[src/rtl/studio2_mem_arbiter_if.sv]
// Bus bundle between the Studio II memory arbiter and its requesters / memory port.
// STUDIO2_VRAM_SNOOP_EN adds the vram_wr_stb / vram_wr_data snoop signals.
interface studio2_mem_arbiter_if #(
  parameter int AW = 12
);
  logic          cpu_req;
  logic          cpu_wr;
  logic [15:0]   cpu_addr;
  logic [7:0]    cpu_wdata;
  logic [7:0]    cpu_rdata;
  logic          cpu_ack;

  logic          dma_req;
  logic [7:0]    dma_offs;
  logic [7:0]    dma_rdata;
  logic          dma_ack;

  logic          ld_active;
  logic          ld_wr;
  logic [7:0]    ld_index;
  logic [24:0]   ld_addr;
  logic [7:0]    ld_data;

  logic [AW-1:0] mem_addr;
  logic          mem_we;
  logic [7:0]    mem_wdata;
  logic [7:0]    mem_rdata;

  logic          busy;
  logic          ld_overrun;
`ifdef STUDIO2_VRAM_SNOOP_EN
  logic          vram_wr_stb;
  logic [7:0]    vram_wr_data;
`endif

  modport slave (
    input  cpu_req, cpu_wr, cpu_addr, cpu_wdata,
    output cpu_rdata, cpu_ack,
    input  dma_req, dma_offs,
    output dma_rdata, dma_ack,
    input  ld_active, ld_wr, ld_index, ld_addr, ld_data,
    output mem_addr, mem_we, mem_wdata,
    input  mem_rdata,
    output busy, ld_overrun
`ifdef STUDIO2_VRAM_SNOOP_EN
    , output vram_wr_stb, vram_wr_data
`endif
  );

  modport master (
    output cpu_req, cpu_wr, cpu_addr, cpu_wdata,
    input  cpu_rdata, cpu_ack,
    output dma_req, dma_offs,
    input  dma_rdata, dma_ack,
    output ld_active, ld_wr, ld_index, ld_addr, ld_data,
    input  mem_addr, mem_we, mem_wdata,
    output mem_rdata,
    input  busy, ld_overrun
`ifdef STUDIO2_VRAM_SNOOP_EN
    , input vram_wr_stb, vram_wr_data
`endif
  );
endinterface

[src/rtl/studio2_mem_arbiter.sv]
// Shares the 4 KB Studio II memory between ioctl loader, pixie DMA and the CDP1802 CPU.
// Optional: define STUDIO2_VRAM_SNOOP_EN for a strobe on CPU writes landing in VRAM.
module studio2_mem_arbiter #(
  parameter int            AW          = 12,
  parameter logic [AW-1:0] VRAM_BASE   = 12'h900,
  parameter logic [AW-1:0] CART_OFFSET = 12'h400
) (
  input  logic                 clk,
  input  logic                 reset,
  studio2_mem_arbiter_if.slave bus
);
  typedef enum logic [1:0] {S_IDLE, S_ISSUE, S_CAPTURE} state_t;
  typedef enum logic [1:0] {OWN_NONE, OWN_LD, OWN_DMA, OWN_CPU} own_t;

  state_t        r_state, w_state_nxt;
  own_t          r_own, w_own;
  logic [AW-1:0] r_addr, w_addr;
  logic          r_we, w_we;
  logic [7:0]    r_wdata, w_wdata;
  logic          r_oor, w_oor;
  logic [7:0]    r_cpu_rdata, r_dma_rdata;
  logic          r_cpu_ack, r_dma_ack;
  logic          r_pend_vld;
  logic [AW-1:0] r_pend_addr;
  logic [7:0]    r_pend_data;
  logic          r_ld_overrun;

  // Loader target; anything past the top of memory is discarded before arbitration.
  logic [25:0]   w_ld_sum;
  logic          w_ld_pulse;
  assign w_ld_sum   = {1'b0, bus.ld_addr} +
                      ((bus.ld_index != 8'd0) ? 26'(CART_OFFSET) : 26'd0);
  assign w_ld_pulse = bus.ld_active && bus.ld_wr && ((w_ld_sum >> AW) == 26'd0);

  // CPU decode: C00-DFF mirrors 800-9FF; only 800-9FF (and its mirror) is writable.
  logic [11:0]   w_cpu_a;
  logic          w_cpu_oor, w_cpu_wr_ok;
  always_comb begin
    w_cpu_a = bus.cpu_addr[11:0];
    if (w_cpu_a[11:10] == 2'b11 && !w_cpu_a[9]) w_cpu_a[10] = 1'b0;
  end
  assign w_cpu_oor   = |bus.cpu_addr[15:12];
  assign w_cpu_wr_ok = bus.cpu_wr && !w_cpu_oor && w_cpu_a[11] && !w_cpu_a[9];

  always_ff @(posedge clk or posedge reset) begin
    if (reset) r_state <= S_IDLE;
    else       r_state <= w_state_nxt;
  end

  // Acks are registered, so an owner whose ack is high is still holding its req this cycle.
  always_comb begin
    w_state_nxt = r_state;
    w_own       = OWN_NONE;
    w_addr      = r_addr;
    w_we        = 1'b0;
    w_wdata     = r_wdata;
    w_oor       = 1'b0;
    case (r_state)
      S_IDLE: begin
        if (r_pend_vld) begin
          w_own   = OWN_LD;
          w_addr  = r_pend_addr;
          w_we    = 1'b1;
          w_wdata = r_pend_data;
        end else if (w_ld_pulse) begin
          w_own   = OWN_LD;
          w_addr  = w_ld_sum[AW-1:0];
          w_we    = 1'b1;
          w_wdata = bus.ld_data;
        end else if (!bus.ld_active && bus.dma_req && !r_dma_ack) begin
          w_own   = OWN_DMA;
          w_addr  = VRAM_BASE + AW'(bus.dma_offs);
        end else if (!bus.ld_active && bus.cpu_req && !r_cpu_ack) begin
          w_own   = OWN_CPU;
          w_addr  = AW'(w_cpu_a);
          w_we    = w_cpu_wr_ok;
          w_wdata = bus.cpu_wdata;
          w_oor   = w_cpu_oor;
        end
        if (w_own != OWN_NONE) w_state_nxt = S_ISSUE;
      end
      S_ISSUE: w_state_nxt = S_CAPTURE;
      default: w_state_nxt = S_IDLE;
    endcase
  end

  always_ff @(posedge clk or posedge reset) begin
    if (reset) begin
      r_own       <= OWN_NONE;
      r_addr      <= '0;
      r_we        <= 1'b0;
      r_wdata     <= 8'h00;
      r_oor       <= 1'b0;
      r_cpu_rdata <= 8'hFF;
      r_dma_rdata <= 8'hFF;
      r_cpu_ack   <= 1'b0;
      r_dma_ack   <= 1'b0;
    end else begin
      r_we      <= 1'b0;
      r_cpu_ack <= 1'b0;
      r_dma_ack <= 1'b0;
      if (w_own != OWN_NONE) begin
        r_own   <= w_own;
        r_addr  <= w_addr;
        r_we    <= w_we;
        r_wdata <= w_wdata;
        r_oor   <= w_oor;
      end
      if (r_state == S_CAPTURE) begin
        case (r_own)
          OWN_CPU: begin
            r_cpu_rdata <= r_oor ? 8'hFF : bus.mem_rdata;
            r_cpu_ack   <= 1'b1;
          end
          OWN_DMA: begin
            r_dma_rdata <= bus.mem_rdata;
            r_dma_ack   <= 1'b1;
          end
          default: ;
        endcase
      end
    end
  end

  // One-deep loader buffer; a pulse in IDLE behind a pending entry simply takes its slot.
  always_ff @(posedge clk or posedge reset) begin
    if (reset) begin
      r_pend_vld   <= 1'b0;
      r_pend_addr  <= '0;
      r_pend_data  <= 8'h00;
      r_ld_overrun <= 1'b0;
    end else if (w_ld_pulse && (r_state != S_IDLE || r_pend_vld)) begin
      r_pend_vld  <= 1'b1;
      r_pend_addr <= w_ld_sum[AW-1:0];
      r_pend_data <= bus.ld_data;
      if (r_state != S_IDLE && r_pend_vld) r_ld_overrun <= 1'b1;
    end else if (r_state == S_IDLE && r_pend_vld) begin
      r_pend_vld <= 1'b0;
    end
  end

`ifdef STUDIO2_VRAM_SNOOP_EN
  logic w_cpu_vram;
  logic r_snoop;
  assign w_cpu_vram = w_cpu_wr_ok && (w_cpu_a[11:8] == 4'h9);
  always_ff @(posedge clk or posedge reset) begin
    if (reset) r_snoop <= 1'b0;
    else       r_snoop <= (w_own == OWN_CPU) && w_cpu_vram;
  end
  assign bus.vram_wr_stb  = r_snoop;
  assign bus.vram_wr_data = r_wdata;
`endif

  assign bus.mem_addr   = r_addr;
  assign bus.mem_we     = r_we;
  assign bus.mem_wdata  = r_wdata;
  assign bus.cpu_rdata  = r_cpu_rdata;
  assign bus.cpu_ack    = r_cpu_ack;
  assign bus.dma_rdata  = r_dma_rdata;
  assign bus.dma_ack    = r_dma_ack;
  assign bus.busy       = (r_state != S_IDLE);
  assign bus.ld_overrun = r_ld_overrun;
endmodule

[src/flat_wrapper.sv]
// flat-port wrapper written by rule: the top's interface ports become plain ports
module studio2_mem_arbiter_flat 
#(
  parameter int            AW          = 12,
  parameter logic [AW-1:0] VRAM_BASE   = 12'h900,
  parameter logic [AW-1:0] CART_OFFSET = 12'h400
)
  (clk, reset, bus_cpu_req, bus_cpu_wr, bus_cpu_addr, bus_cpu_wdata, bus_cpu_rdata, bus_cpu_ack, bus_dma_req, bus_dma_offs, bus_dma_rdata, bus_dma_ack, bus_ld_active, bus_ld_wr, bus_ld_index, bus_ld_addr, bus_ld_data, bus_mem_addr, bus_mem_we, bus_mem_wdata, bus_mem_rdata, bus_busy, bus_ld_overrun);
  studio2_mem_arbiter_if #(.AW(AW)) bus_i ();
  input  logic clk;
  input  logic reset;
  input wire logic [$bits(bus_i.cpu_req)-1:0] bus_cpu_req;
  input wire logic [$bits(bus_i.cpu_wr)-1:0] bus_cpu_wr;
  input wire logic [$bits(bus_i.cpu_addr)-1:0] bus_cpu_addr;
  input wire logic [$bits(bus_i.cpu_wdata)-1:0] bus_cpu_wdata;
  output wire logic [$bits(bus_i.cpu_rdata)-1:0] bus_cpu_rdata;
  output wire logic [$bits(bus_i.cpu_ack)-1:0] bus_cpu_ack;
  input wire logic [$bits(bus_i.dma_req)-1:0] bus_dma_req;
  input wire logic [$bits(bus_i.dma_offs)-1:0] bus_dma_offs;
  output wire logic [$bits(bus_i.dma_rdata)-1:0] bus_dma_rdata;
  output wire logic [$bits(bus_i.dma_ack)-1:0] bus_dma_ack;
  input wire logic [$bits(bus_i.ld_active)-1:0] bus_ld_active;
  input wire logic [$bits(bus_i.ld_wr)-1:0] bus_ld_wr;
  input wire logic [$bits(bus_i.ld_index)-1:0] bus_ld_index;
  input wire logic [$bits(bus_i.ld_addr)-1:0] bus_ld_addr;
  input wire logic [$bits(bus_i.ld_data)-1:0] bus_ld_data;
  output wire logic [$bits(bus_i.mem_addr)-1:0] bus_mem_addr;
  output wire logic [$bits(bus_i.mem_we)-1:0] bus_mem_we;
  output wire logic [$bits(bus_i.mem_wdata)-1:0] bus_mem_wdata;
  input wire logic [$bits(bus_i.mem_rdata)-1:0] bus_mem_rdata;
  output wire logic [$bits(bus_i.busy)-1:0] bus_busy;
  output wire logic [$bits(bus_i.ld_overrun)-1:0] bus_ld_overrun;
  assign bus_i.cpu_req = bus_cpu_req;
  assign bus_i.cpu_wr = bus_cpu_wr;
  assign bus_i.cpu_addr = bus_cpu_addr;
  assign bus_i.cpu_wdata = bus_cpu_wdata;
  assign bus_cpu_rdata = bus_i.cpu_rdata;
  assign bus_cpu_ack = bus_i.cpu_ack;
  assign bus_i.dma_req = bus_dma_req;
  assign bus_i.dma_offs = bus_dma_offs;
  assign bus_dma_rdata = bus_i.dma_rdata;
  assign bus_dma_ack = bus_i.dma_ack;
  assign bus_i.ld_active = bus_ld_active;
  assign bus_i.ld_wr = bus_ld_wr;
  assign bus_i.ld_index = bus_ld_index;
  assign bus_i.ld_addr = bus_ld_addr;
  assign bus_i.ld_data = bus_ld_data;
  assign bus_mem_addr = bus_i.mem_addr;
  assign bus_mem_we = bus_i.mem_we;
  assign bus_mem_wdata = bus_i.mem_wdata;
  assign bus_i.mem_rdata = bus_mem_rdata;
  assign bus_busy = bus_i.busy;
  assign bus_ld_overrun = bus_i.ld_overrun;
  studio2_mem_arbiter #(.AW(AW), .VRAM_BASE(VRAM_BASE), .CART_OFFSET(CART_OFFSET)) u_core (.clk(clk), .reset(reset), .bus(bus_i));
endmodule
[config.mk]
export PLATFORM = sky130hd
export DESIGN_NAME = studio2_mem_arbiter_flat
export DESIGN_NICKNAME = d
export VERILOG_FILES = /design/src/rtl/studio2_mem_arbiter_if.sv /design/src/rtl/studio2_mem_arbiter.sv /design/src/flat_wrapper.sv
export SDC_FILE = /design/constraint.sdc
export NUM_CORES = 1
export LEC_CHECK = 0
export ABC_AREA = 1
export BUFFER_PORTS_ARGS = -buffer_cell sky130_fd_sc_hd__buf_2
export CAP_MARGIN = 25
export CORE_MARGIN = 2
export CORE_UTILIZATION = 52
export DETAILED_ROUTE_END_ITERATION = 7
export GPL_ROUTABILITY_DRIVEN = 0
export PLACE_DENSITY = 0.81
export RECOVER_POWER = 100
export SLEW_MARGIN = 10
export SYNTH_ARGS = -nofsm -noshare
export SYNTH_HDL_FRONTEND = slang
export SYNTH_SLANG_ARGS = --single-unit
[constraint.sdc]
create_clock -name clk -period 1.8 [get_ports clk]
set_input_delay 0 -clock clk [delete_from_list [all_inputs] [get_ports clk]]
set_output_delay 0 -clock clk [all_outputs]
set_load 0.05 [all_outputs]
==> metrics.md, run 1 <==
| Metric | Value |
|---|---|
| Core area | 0.00761 sq mm |
| Drt initial violations | 409 |
| Cell Count, Final, Fillers Out | 877 |
| Switch share | 0.478 |
| Status | finished with violations |
| Vias after detailed routing | 4620 |
| Syn nets | 682 |
| Main flop type after synthesis | dfrtp_1 |
| Post-synthesis sequential area ratio | 0.416 |
| Final min period | 1.90 ns |
| Hold_sp | bus_cpu_wdata[6] |
| Clk network pwr share | 0.203 |
| Max VDD drop | 0.690 mV |
| Crit path buffers/inverters | 2 |
| Max-Cap Viols | 0 |
| Die span in x | 91.9 um |
| Final Max Tran Viols | 0 |
| Reg clk slew, reported paths | 0.08 ns |
| Hold EP | u_core.bus.mem_wdata[6] |
| CTS Sinks | 66 |
| Vias in the first global route | 4485 |
| Initial antenna violation count | 0 |
| Ports | 129 |
| Simple-gate area share of the yosys netlist | 0.437 |
| Failing checks | setup timing |
| CTS Buf Count | 9 |
| Die ar. | 0.00845 sq mm |
| Layout cells sized above 1 | 0.299 |
| PortBufs | 128 |
| Crit path top cell by count | nand2_1 |
| CP delay by family, top | simple AND/OR/NAND/NOR gates |
| Mapped Area | 0.00402 sq mm |
| Area post-placement | 0.00498 sq mm |
| P&R area growth vs syn | 40.6% |
| XOR/XNOR share of the synthesized area | 0 |
| Combinational Power Share | 0.448 |
| #FFs+latches synth | 66 |
| Worst slew margin | 0.189 |
| Post-Synth Adder-Cell Area | 0.00622 |
| Die H | 91.9 um |
| Worst skew pair latency | 0.35 ns |
| Pint | 0.00339 W |
| # setup viols final | 31 |
| Drt pass-1 iters | 8 |
| All-Layer GR Usage | 0.293 |
| Crit Path Category | primary input to flip-flop |
| R2r endpoint | u_core.bus.mem_addr[11] |
| Yosys cell types | 31 |
| Seq pwr share | 0.349 |
| Depth of the most critical reg-to-reg path | 9 |
| Post-DP HPWL | 8510 um |
| Total Wirelength | 12400 um |
| R2R Setup Slk | 0.05 ns |
| Post-route setup slack | -0.102 ns |
| Vias per std cell | 5.27 |
| Clk_skew | 0.00736 ns |
| Leak | 3.14 nW |
| Inst Count DP | 827 |
| Main combinational cell family by area after synthesis | simple AND/OR/NAND/NOR gates |
| Row count | 32 |
| Slew @ Worst Pin | 1.21 ns |
| Ys async rst share | 1.00 |
| Initial Util | 0.528 |
| H-tree Lvls | 3 |
| Power per Cell Area | 1150 mW/mm^2 |
| Hold Crit Class | primary input to flip-flop |
| CP peak stage delay | 0.25 ns |
| Fin. Hold Viols | 0 |
| WHS Path Cells | 7 |
| Worst r2r src | u_core.bus.dma_ack |
| Fmax | 526 MHz |
| Net count, final | 860 |
| Clock Tree Buf Depth | 2 |
| Unrepaired setup endpoints after global routing | yes |
| CTS tree | built |
| Crit path cell chain | buf_2 > nor4_4 > nand2_1 > ha_4 > ha_4 > nand2_8 > nor2_8 > nand3_2 > nor2_1 > nor2_1 > nand2_1 > nor2_4 > nand3_4 > nand3_2 > nand2_4 > buf_4 > nand2_1 > nand2_1 |
| Largest net degree at the start of global routing | 34 |
| First-pass GRT wire length | 19800 um |
| Routed Antenna Nets | 0 |
| Critical path startpoint category | primary input |
| Synth top cells by count | 253 x nand2_1, 71 x inv_1, 50 x dfrtp_1, 42 x nor2_1, 40 x nand3_1 |
| Critical Path RT | 2.04 ns |
| Synth Area in Compound Gates | 0.0473 |
| Synth area leader | dfrtp_1 |
| Proportion of synthesized area in mux cells | 0 |
| Post-layout instance area | 0.00565 sq mm |
| YS warnings | 0 |
| # DRC | 0 |
| Post-synth top area share | 0.311 |
| Grt ovf | 0 |
| Antenna fix cells | 0 |
| Most common cell in the netlist | nand2_1 |
| Crit share post-route | 1.06 |
| Synth Area per Inst | 6.79 sq um |
| CP max-delay cell | nor4_4 |
| Crit. End Element | flip-flop |
| Synth area leaders | dfrtp_1 31%, nand2_1 24%, dfstp_2 10% |
| Mapped Cells | 592 |
| Peak fanout along the critical path | 11 |
| Post-synth EDFFs | 0 |
| Root Buffer | clkbuf_8 |
| P_sw | 0.00310 W |
| Routed len/inst | 14.1 um |
| Crit path arrival time | 2.14 ns |
| Worst hold margin | 0.0351 ns |
stage by stage:
stage | worst slack [ns] | setup TNS [ns] | power, W | util
floorplan | -0.116 | -3.42 | 0.00440 | -
global placement | -0.386 | -14.82 | 0.00506 | 0.655
detailed placement | -0.433 | -17.27 | 0.00513 | 0.655
CTS | -0.0528 | -0.407 | 0.00650 | 0.727
global route | -0.252 | -9.46 | 0.00682 | 0.743
finish | -0.102 | -1.58 | 0.00649 | 0.743
cell type report:
class	instances	area [sq um]
tap	102	128
inverter	77	304
multi-input combinational	433	2180
sequential	66	1670
clock inverter	5	40.0
clock buffer	11	174
fill	558	1960
timing repair buffer	183	1150
placed cells by master, fill, tap and decap left out, types with 2 or more instances in the layout:
master         netlist  routed
nand2_1            253     244
buf_2                9     110
inv_1               71      70
dfrtp_1             50      50
nor2_1              42      40
nand3_1             40      34
dlygate4sd3_1        0      27
buf_4                0      23
nand4_1             21      21
o21ai_1             20      16
clkbuf_1             5      16
dfstp_2             16      16
nand2_2              5      11
a21oi_1             10      10
nor2_4               6       9
nand3_2              4       9
clkbuf_8             0       9
o21ai_2              0       6
inv_6                0       5
inv_2                4       4
nand3b_1             4       4
nand2_4              1       3
nor2_2               3       3
nand3_4              1       3
nor3_1               4       3
o21ai_0              5       3
buf_6                1       3
buf_12               0       3
nor2_8               2       2
o21bai_1             2       2
nor4_4               0       2
clkinv_4             0       2
ha_4                 0       2
clkbuf_16            0       2
per-layer routing:
metal / vias to the layer above / global-route usage / routed length (um)
li1: 2223 / - / -
met3: 53 / 0.0723 / 1110
met2: 263 / 0.493 / 6000
met1: 2081 / 0.356 / 4720
met4: 0 / 0.134 / 528
met5: - / 0 / 0
flip-flops by register name, summed over array words and instances, names as in the netlist, 2 cells and up:
name / cells
u_core.bus.dma_rdata: 8
u_core.bus.mem_addr: 12
u_core.bus.cpu_rdata: 8
u_core.r_pend_data: 8
u_core.r_state: 2
u_core.r_pend_addr: 12
u_core.r_own: 2
u_core.bus.mem_wdata: 8
cell families after synthesis:
logic type                 Yosys count
buffers and inverters               95
DFF                                 66
and+or+nand+nor                    392
AOI/OAI and AO/OA                   37
adders and majority gates            2
worst max-delay path by stage:
| stage | from | end | slack (ns) | cells past startpoint |
|---|---|---|---|---|
| after detailed placement | bus_ld_index[3] | u_core.bus.mem_wdata[2] | -0.43 | 19 |
| after CTS | bus_ld_index[3] | u_core.bus.mem_addr[1] | -0.05 | 19 |
| after global routing | bus_ld_index[3] | u_core.bus.mem_addr[8] | -0.25 | 19 |
| after global placement | bus_ld_index[7] | u_core.bus.mem_wdata[1] | -0.39 | 18 |
| after floorplan | bus_ld_index[7] | u_core.bus.mem_addr[0] | -0.12 | 17 |
| final | bus_ld_index[7] | u_core.bus.mem_addr[11] | -0.10 | 18 |
power groups by stage:
stage | Sequential (W) | Combinational [W] | Clock (W)
finish | 0.00227 | 0.00291 | 0.00132
CTS | 0.00226 | 0.00291 | 0.00132
detailed placement | 0.00228 | 0.00284 | 0
global placement | 0.00227 | 0.00279 | 0
global route | 0.00232 | 0.00311 | 0.00139
floorplan | 0.00365 | 0.000755 | 0
worst reg2reg max path, stage by stage (launching register included):
cell     delay (ns)
dfrtp_1        0.40
nor3_1         0.27
inv_1          0.27
nand2_1        0.14
inv_1          0.07
nand3_2        0.09
nand2_4        0.08
buf_4          0.18
nand2_1        0.07
nand2_1        0.07
repair_timing:
action / CTS / global route
endpoints found under the hold margin: 50 / 0
setup endpoints to repair: 39 / 46
gates cloned: 1 / 1
hold buffers: 27 / 0
resized for setup: 4 / 29
pin swaps: 2 / 2
buffers inserted: 2 / 3
Power figures use the tool's default switching activity.
==> run 2, diff against run 1 <==
--- a/config.mk
+++ b/config.mk
@@ -8,11 +8,13 @@
 export ABC_AREA = 1
 export BUFFER_PORTS_ARGS = -buffer_cell sky130_fd_sc_hd__buf_2
 export CAP_MARGIN = 25
+export CELL_PAD_IN_SITES_DETAIL_PLACEMENT = 1
+export CELL_PAD_IN_SITES_GLOBAL_PLACEMENT = 1
 export CORE_MARGIN = 2
-export CORE_UTILIZATION = 52
+export CORE_UTILIZATION = 35
 export DETAILED_ROUTE_END_ITERATION = 7
 export GPL_ROUTABILITY_DRIVEN = 0
-export PLACE_DENSITY = 0.81
+export PLACE_DENSITY_LB_ADDON = 0.1
 export RECOVER_POWER = 100
 export SLEW_MARGIN = 10
 export SYNTH_ARGS = -nofsm -noshare
==> run 2 against run 1 <==
- the run ends with hold timing, setup timing left
- total power rose by 8.7%
- die area rose by 46%
- global-route usage fell by 6.5 points
- maximum frequency fell by 2.4%
- sequential share of layout area fell by 1.2 points
- count of clock-buffer cells in the layout fell by 2
- clock skew rose by 0.0013 ns
- first-iteration DRC count fell by 64%
- non-clock buffer count rose by 4
- critical endpoint is now u_core.bus.mem_addr[9]
- largest power group unchanged
==> metrics.md, run 2 (synthesis gave the netlist of run 1 again) <==
| Metric | Value |
|---|---|
| Status | finished with violations |
| Failing checks | hold timing, setup timing |
| Post-DP HPWL | 9980 um (+17%) |
| H-tree Lvls | 3 (unchanged) |
| PortBufs | 128 (unchanged) |
| Max-Cap Viols | 0 (unchanged) |
| # DRC | 0 (unchanged) |
| Core area | 0.0113 sq mm (+49%) |
| Fmax | 513 MHz (-2.4%) |
| Max VDD drop | 1.01 mV (+47%) |
| Net count, final | 866 (+0.70%) |
| Vias in the first global route | 4752 (+6.0%) |
| Crit. End Element | flip-flop |
| Crit path top cell by count | nand2_1 |
| Commonest non-fill, non-tap cell in the layout | nand2_1 |
| Crit path cell chain | buf_2 > nor4_4 > nand2_1 > ha_4 > ha_4 > nand2_8 > nor2_8 > nand2_1 > nand2_1 > nand2_1 > nand2_1 > nor2_1 > nand2_1 > nor2_4 > buf_12 > nand3_2 > nand3_2 > nand2_1 > nand2_1 > nand2_1 |
| # setup viols final | 44 (+42%) |
| Slew @ Worst Pin | 0.944 ns (-0.271 ns) |
| All-Layer GR Usage | 0.228 (-0.0654) |
| CP max-delay cell | nor4_4 |
| Reg clk slew, reported paths | 0.05 ns (-0.03 ns) |
| Die H | 111 um (+21%) |
| Row count | 39 (+22%) |
| Die span in x | 111 um (+21%) |
| Setup TNS | -2.97 ns (-1.39 ns) |
| First-pass GRT wire length | 22900 um (+16%) |
| Final core utilization | 0.520 (-0.223) |
| Antenna fix cells | 0 (unchanged) |
| Routed len/inst | 15.4 um (+9.2%) |
| CTS Buf Count | 9 (unchanged) |
| Critical path startpoint category | primary input |
| Final min period | 1.95 ns (+0.0464 ns) |
| Clk_skew | 0.00863 ns (+0.00126 ns) |
| CTS Sinks | 66 (unchanged) |
| Peak fanout along the critical path | 7 (-4) |
| Largest net degree at the start of global routing | 67 (+97%) |
| Post-layout instance area | 0.00589 sq mm (+4.2%) |
| Worst skew pair latency | 0.34 ns (about the same) |
| Unrepaired setup endpoints after global routing | yes |
| Total Wirelength | 14200 um (+15%) |
| Post-route setup slack | -0.148 ns (-0.0464 ns) |
| Die ar. | 0.0124 sq mm (+46%) |
| Layout cells sized above 1 | 0.282 (-0.0177) |
| Crit Path Category | primary input to flip-flop |
| Area post-placement | 0.00504 sq mm (+1.1%) |
| WHS Path Cells | 3 (-4) |
| Worst path depth | 20 (+2) |
| Worst slack after detailed placement | -0.473 ns (-0.0398 ns) |
| Root Buffer | clkbuf_16 |
| Routed Antenna Nets | 0 (unchanged) |
| Vias per std cell | 4.85 (-7.8%) |
| Grt ovf | 0 (unchanged) |
| Vias after detailed routing | 4486 (-2.9%) |
| Worst slew margin | 0.371 (+0.182) |
| CP peak stage delay | 0.25 ns (about the same) |
| Worst hold margin | -0.00431 ns (-0.0394 ns) |
| Critical Path RT | 2.02 ns (-0.02 ns) |
| Ports | 129 (unchanged) |
| Leak | 3.16 nW (+0.61%) |
| CTS tree | built |
| Power per Cell Area | 1200 mW/mm^2 (+4.3%) |
| Tot Pwr | 0.00706 W (+8.7%) |
| Hold Crit Class | primary input to flip-flop |
| Initial antenna violation count | 0 (unchanged) |
| P&R area growth vs syn | 46.5% |
| CP delay by family, top | simple AND/OR/NAND/NOR gates |
| Crit path arrival time | 2.17 ns (+0.03 ns) |
| Crit share post-route | 1.08 (+0.0258) |
| Depth of the most critical reg-to-reg path | 11 (+2) |
| Drt initial violations | 149 (-64%) |
| Clock Tree Buf Depth | 2 (unchanged) |
| Crit path buffers/inverters | 2 (unchanged) |
| Drt pass-1 iters | 4 (-4) |
| Final Max Tran Viols | 0 (unchanged) |
| Most frequent cells in the layout | 239 x nand2_1, 85 x buf_2, 70 x inv_1 |
| Fin. Hold Viols | 1 (+1) |
| Initial Util | 0.355 (-0.173) |
run 2: cell types whose count changed in the layout (fill, tap and decap cells not counted), moves of 3 or more:
cell       change
inv_8          +4
o21ai_2        +4
buf_6         +10
inv_6          -3
nand2_1        -5
clkbuf_8       -9
clkbuf_1      +28
o21ai_1        -5
buf_2         -25
nand2_4        +5
buf_4          -5
clkbuf_16      +7
run 2: metrics by stage:
| stage | hold slack (ns) | instances |
|---|---|---|
| 2_1_floorplan | 0.0962 | 592 |
| 3_3_place_gp | 0.104 | 870 |
| 3_5_place_dp | 0.105 | 870 |
| 4_1_cts | 0.000180 | 920 |
| 5_1_grt | 0.0232 | 924 |
| 6_report | -0.00431 | 924 |
run 2: power breakdown:
group | internal [W] | switching [W] | leakage, nW | total (W)
sequential | 0.00203 | 0.000259 | 0.830 | 0.00229
clock | 0.00122 | 0.000699 | 0.160 | 0.00192
combinational | 0.000608 | 0.00224 | 2.17 | 0.00284
total | 0.00386 | 0.00319 | 3.16 | 0.00706
run 2: path summary, 6_finish.rpt:
path                                           endpoint  slack, ns               startpoint
worst min register to register  u_core.bus.dma_rdata[5]       0.46  u_core.bus.dma_rdata[5]
max in group asynchronous         u_core.r_pend_addr[0]       0.65                    reset
min in group asynchronous       u_core.bus.mem_wdata[1]       0.53                    reset
worst max-delay path             u_core.bus.mem_addr[9]      -0.15          bus_ld_index[7]
worst max register to register   u_core.bus.mem_addr[0]       0.11       u_core.bus.dma_ack
worst min-delay path              u_core.r_pend_data[5]     -0.004           bus_ld_data[5]
run 2: repair_timing:
item	CTS	global route
endpoints found under the hold margin	81	1
endpoints found under the setup margin	43	47
gates cloned	3	1
resized for setup	9	52
pin swaps	2	7
setup buffers	7	2
hold buffers	24	1
run 2: area by class of cell:
cell class,instances,area (sq um)
clock buffer,9,225
clock inverter,7,100
fill,1486,5430
inverter,77,309
multi-input combinational,433,2230
sequential,66,1670
tap,143,179
timing repair buffer,187,1150
timing repair inverter,2,22.5
run 2: worst min-delay path, stage by stage:
cell and delay, ns:
buf_2 0.08, inv_1 0.07, o21ai_2 0.14
run 2: per-layer routing:
metal  global-route usage  share of wire  vias to the layer above  wire length (um)
li1                     -              -                     2218                 -
met1                0.284           0.44                     2141              6190
met2                0.411           0.51                      111              7280
met3               0.0394          0.042                       16               596
met4               0.0543          0.011                        0               156
met5                    0              0                        -                 0
==> run 3, diff against run 2 <==
--- a/config.mk
+++ b/config.mk
@@ -6,7 +6,7 @@
 export NUM_CORES = 1
 export LEC_CHECK = 0
 export ABC_AREA = 1
-export BUFFER_PORTS_ARGS = -buffer_cell sky130_fd_sc_hd__buf_2
+export BUFFER_PORTS_ARGS = -buffer_cell sky130_fd_sc_hd__buf_4
 export CAP_MARGIN = 25
 export CELL_PAD_IN_SITES_DETAIL_PLACEMENT = 1
 export CELL_PAD_IN_SITES_GLOBAL_PLACEMENT = 1
==> run 3 against run 2 <==
- the flow finishes with violations (setup timing)
- utilization grew 0.64 points
- sequential share of layout area shrank 0.35 points
- sequential cell count is the same
- global-route usage grew 0.25 points
- largest cell class unchanged
- largest power group unchanged
==> metrics.md, run 3 (synthesis gave the netlist of run 1 again) <==
| Metric | Value |
|---|---|
| Status | finished with violations |
| Failing checks | setup timing |
| Critical path startpoint category | primary input |
| M1 GR Usage | 0.286 (+0.00143) |
| Commonest non-fill, non-tap cell in the layout | nand2_1 |
| Routed len/inst | 15.5 um (+0.48%) |
| Post-route setup slack | -0.166 ns (-0.0174 ns) |
| Core area | 0.0113 sq mm (unchanged) |
| Worst slew margin | 0.375 (+0.00358) |
| WHS Path Cells | 5 (+2) |
| CTS Sinks | 66 (unchanged) |
| Final min period | 1.97 ns (+0.0174 ns) |
| Crit. End Element | flip-flop |
| Largest net degree at the start of global routing | 45 (-33%) |
| R2r endpoint | u_core.bus.mem_wdata[7] |
| Worst r2r src | u_core.bus.dma_ack |
| Ports | 129 (unchanged) |
| GR met2 Demand/Resource | 0.415 (+0.00407) |
| CTS Buf Count | 9 (unchanged) |
| Initial antenna violation count | 0 (unchanged) |
| Antenna fix cells | 0 (unchanged) |
| Drt initial violations | 198 (+33%) |
| Reg clk slew, reported paths | 0.06 ns (about the same) |
| Worst hold margin | 0.00660 ns (+0.0109 ns) |
| # DRC | 0 (unchanged) |
| Depth of the most critical reg-to-reg path | 7 (-4) |
| Final core utilization | 0.527 (+0.00641) |
| Routed Antenna Nets | 0 (unchanged) |
| Initial Util | 0.355 (unchanged) |
| Clock Tree Buf Depth | 2 (unchanged) |
| Vias in the first global route | 4860 (+2.3%) |
| H-tree Lvls | 3 (unchanged) |
| Hold EP | u_core.r_pend_addr[3] |
| Drt pass-1 iters | 4 (unchanged) |
| Unrepaired setup endpoints after global routing | yes |
| Row count | 39 (unchanged) |
| Multi-input logic area | 0.00213 sq mm (-4.8%) |
| Vias per std cell | 4.95 (+1.9%) |
| Power per Cell Area | 1190 mW/mm^2 (-0.43%) |
| Die span in x | 111 um (unchanged) |
| Leak | 3.18 nW (+0.86%) |
| Crit share post-route | 1.09 (+0.00965) |
| Worst skew pair latency | 0.32 ns (-0.02 ns) |
| GR peak layer | met2 |
| Filler cells | 1476 (-0.67%) |
| Grt ovf | 0 (unchanged) |
| Critical Path RT | 2.01 ns (about the same) |
| FF+latch area | 0.00167 sq mm (unchanged) |
| Post-DP HPWL | 10400 um (+4.5%) |
| Clk_skew | 0.00479 ns (-0.00383 ns) |
| Crit path arrival time | 2.17 ns (about the same) |
| GRT met3 Usage | 0.0306 (-0.00875) |
| Hold Crit Class | primary input to flip-flop |
| Total Wirelength | 14200 um (about the same) |
| Max VDD drop | 1.08 mV (+6.4%) |
| Peak fanout along the critical path | 10 (+3) |
| Fmax | 509 MHz (-0.88%) |
| Hold_sp | bus_ld_addr[3] |
| Vias after detailed routing | 4551 (+1.4%) |
| Slew @ Worst Pin | 0.937 ns (-0.00641 ns) |
| Most frequent cells in the layout | 242 x nand2_1, 105 x buf_4, 70 x inv_1 |
| CTS tree | built |
| Crit Path Category | primary input to flip-flop |
| Root Buffer | clkbuf_16 |
| Layout cells sized above 1 | 0.257 (-0.0243) |
| Net count, final | 862 (-0.46%) |
| Max-Cap Viols | 0 (unchanged) |
| PortBufs | 128 (unchanged) |
| All-Layer GR Usage | 0.231 (+0.00249) |
| Fin. Hold Viols | 0 (-1) |
| # setup viols final | 44 (unchanged) |
| Die ar. | 0.0124 sq mm (unchanged) |
| Die H | 111 um (unchanged) |
| First-pass GRT wire length | 23100 um (+1.0%) |
| R2R Setup Slk | 0 ns (-0.11 ns) |
| Final Max Tran Viols | 0 (unchanged) |
| P&R area growth vs syn | 48.3% |
==> run 3: changes by cell type in the layout (fill, tap and decap cells not counted), sizes merged <==
cell | before | now
inv | 80 | 77
buf | 117 | 115
clkinv | 4 | 5
nand2 | 259 | 260
nor2 | 54 | 53
==> run 3: final cells by class <==
type,count,share of cell area
flip-flops and latches,66,0.280
repair buffers,185,0.227
clock buffers,9,0.0378
clock inverters,7,0.0172
multi-input cells,433,0.357
inverters,77,0.0514
well taps,143,0.0300
==> run 3: how the worst max path moves through the flow <==
stage / to / start
floorplan: u_core.bus.mem_addr[0] / bus_ld_index[7]
global placement: u_core.bus.mem_wdata[0] / bus_ld_index[7]
detailed placement: u_core.bus.mem_wdata[7] / bus_ld_index[7]
CTS: u_core.bus.mem_wdata[7] / bus_ld_index[7]
global route: u_core.bus.mem_addr[11] / bus_ld_index[3]
finish: u_core.bus.mem_wdata[7] / bus_ld_index[7]
==> run 3: per-layer routing <==
metal / vias up / share of wire
met4: 0 / 0.021
li1: 2220 / -
met5: - / 0
met1: 2168 / 0.43
met3: 27 / 0.043
met2: 136 / 0.50
==> run 3: power by group <==
group	switching, W	total, W	internal, W
Clock	0.000676	0.00190	0.00123
Sequential	0.000262	0.00229	0.00203
Combinational	0.00226	0.00292	0.000658
Total	0.00320	0.00711	0.00392
==> run 3: metrics by stage <==
| stage | setup WS, ns | total power [W] | cells | setup TNS (ns) | instance area (sq um) |
|---|---|---|---|---|---|
| 2_1_floorplan | -0.116 | 0.00440 | 592 | -3.42 | 4120 |
| 3_3_place_gp | -0.387 | 0.00541 | 874 | -15.70 | 5390 |
| 3_5_place_dp | -0.516 | 0.00549 | 874 | -18.81 | 5390 |
| 4_1_cts | -0.127 | 0.00750 | 918 | -1.68 | 6050 |
| 5_1_grt | -0.291 | 0.00747 | 920 | -11.58 | 5960 |
| 6_report | -0.166 | 0.00711 | 920 | -4.58 | 5960 |
==> run 3: timing repair <==
item / in CTS / in global routing
setup endpoints to repair: 42 / 47
gates resized for setup: 8 / 21
endpoints found under the hold margin: 37 / 0
hold buffers: 25 / 0
buffers inserted: 2 / 1
gates cloned: 1 / 1
pin swaps: 2 / 3
==> run 3: worst max-delay path: stages <==
cell	delay, ns
buf_6	0.09
nor4_4	0.25
nand2_1	0.13
ha_4	0.19
ha_4	0.17
nand2_4	0.10
nor2_8	0.06
nand2_2	0.07
nor2_1	0.07
o21ai_2	0.16
nor2_4	0.08
nand3_4	0.11
nand3b_1	0.23
nand2_4	0.20
clkinv_4	0.10
nand2_1	0.08
nand2_1	0.06
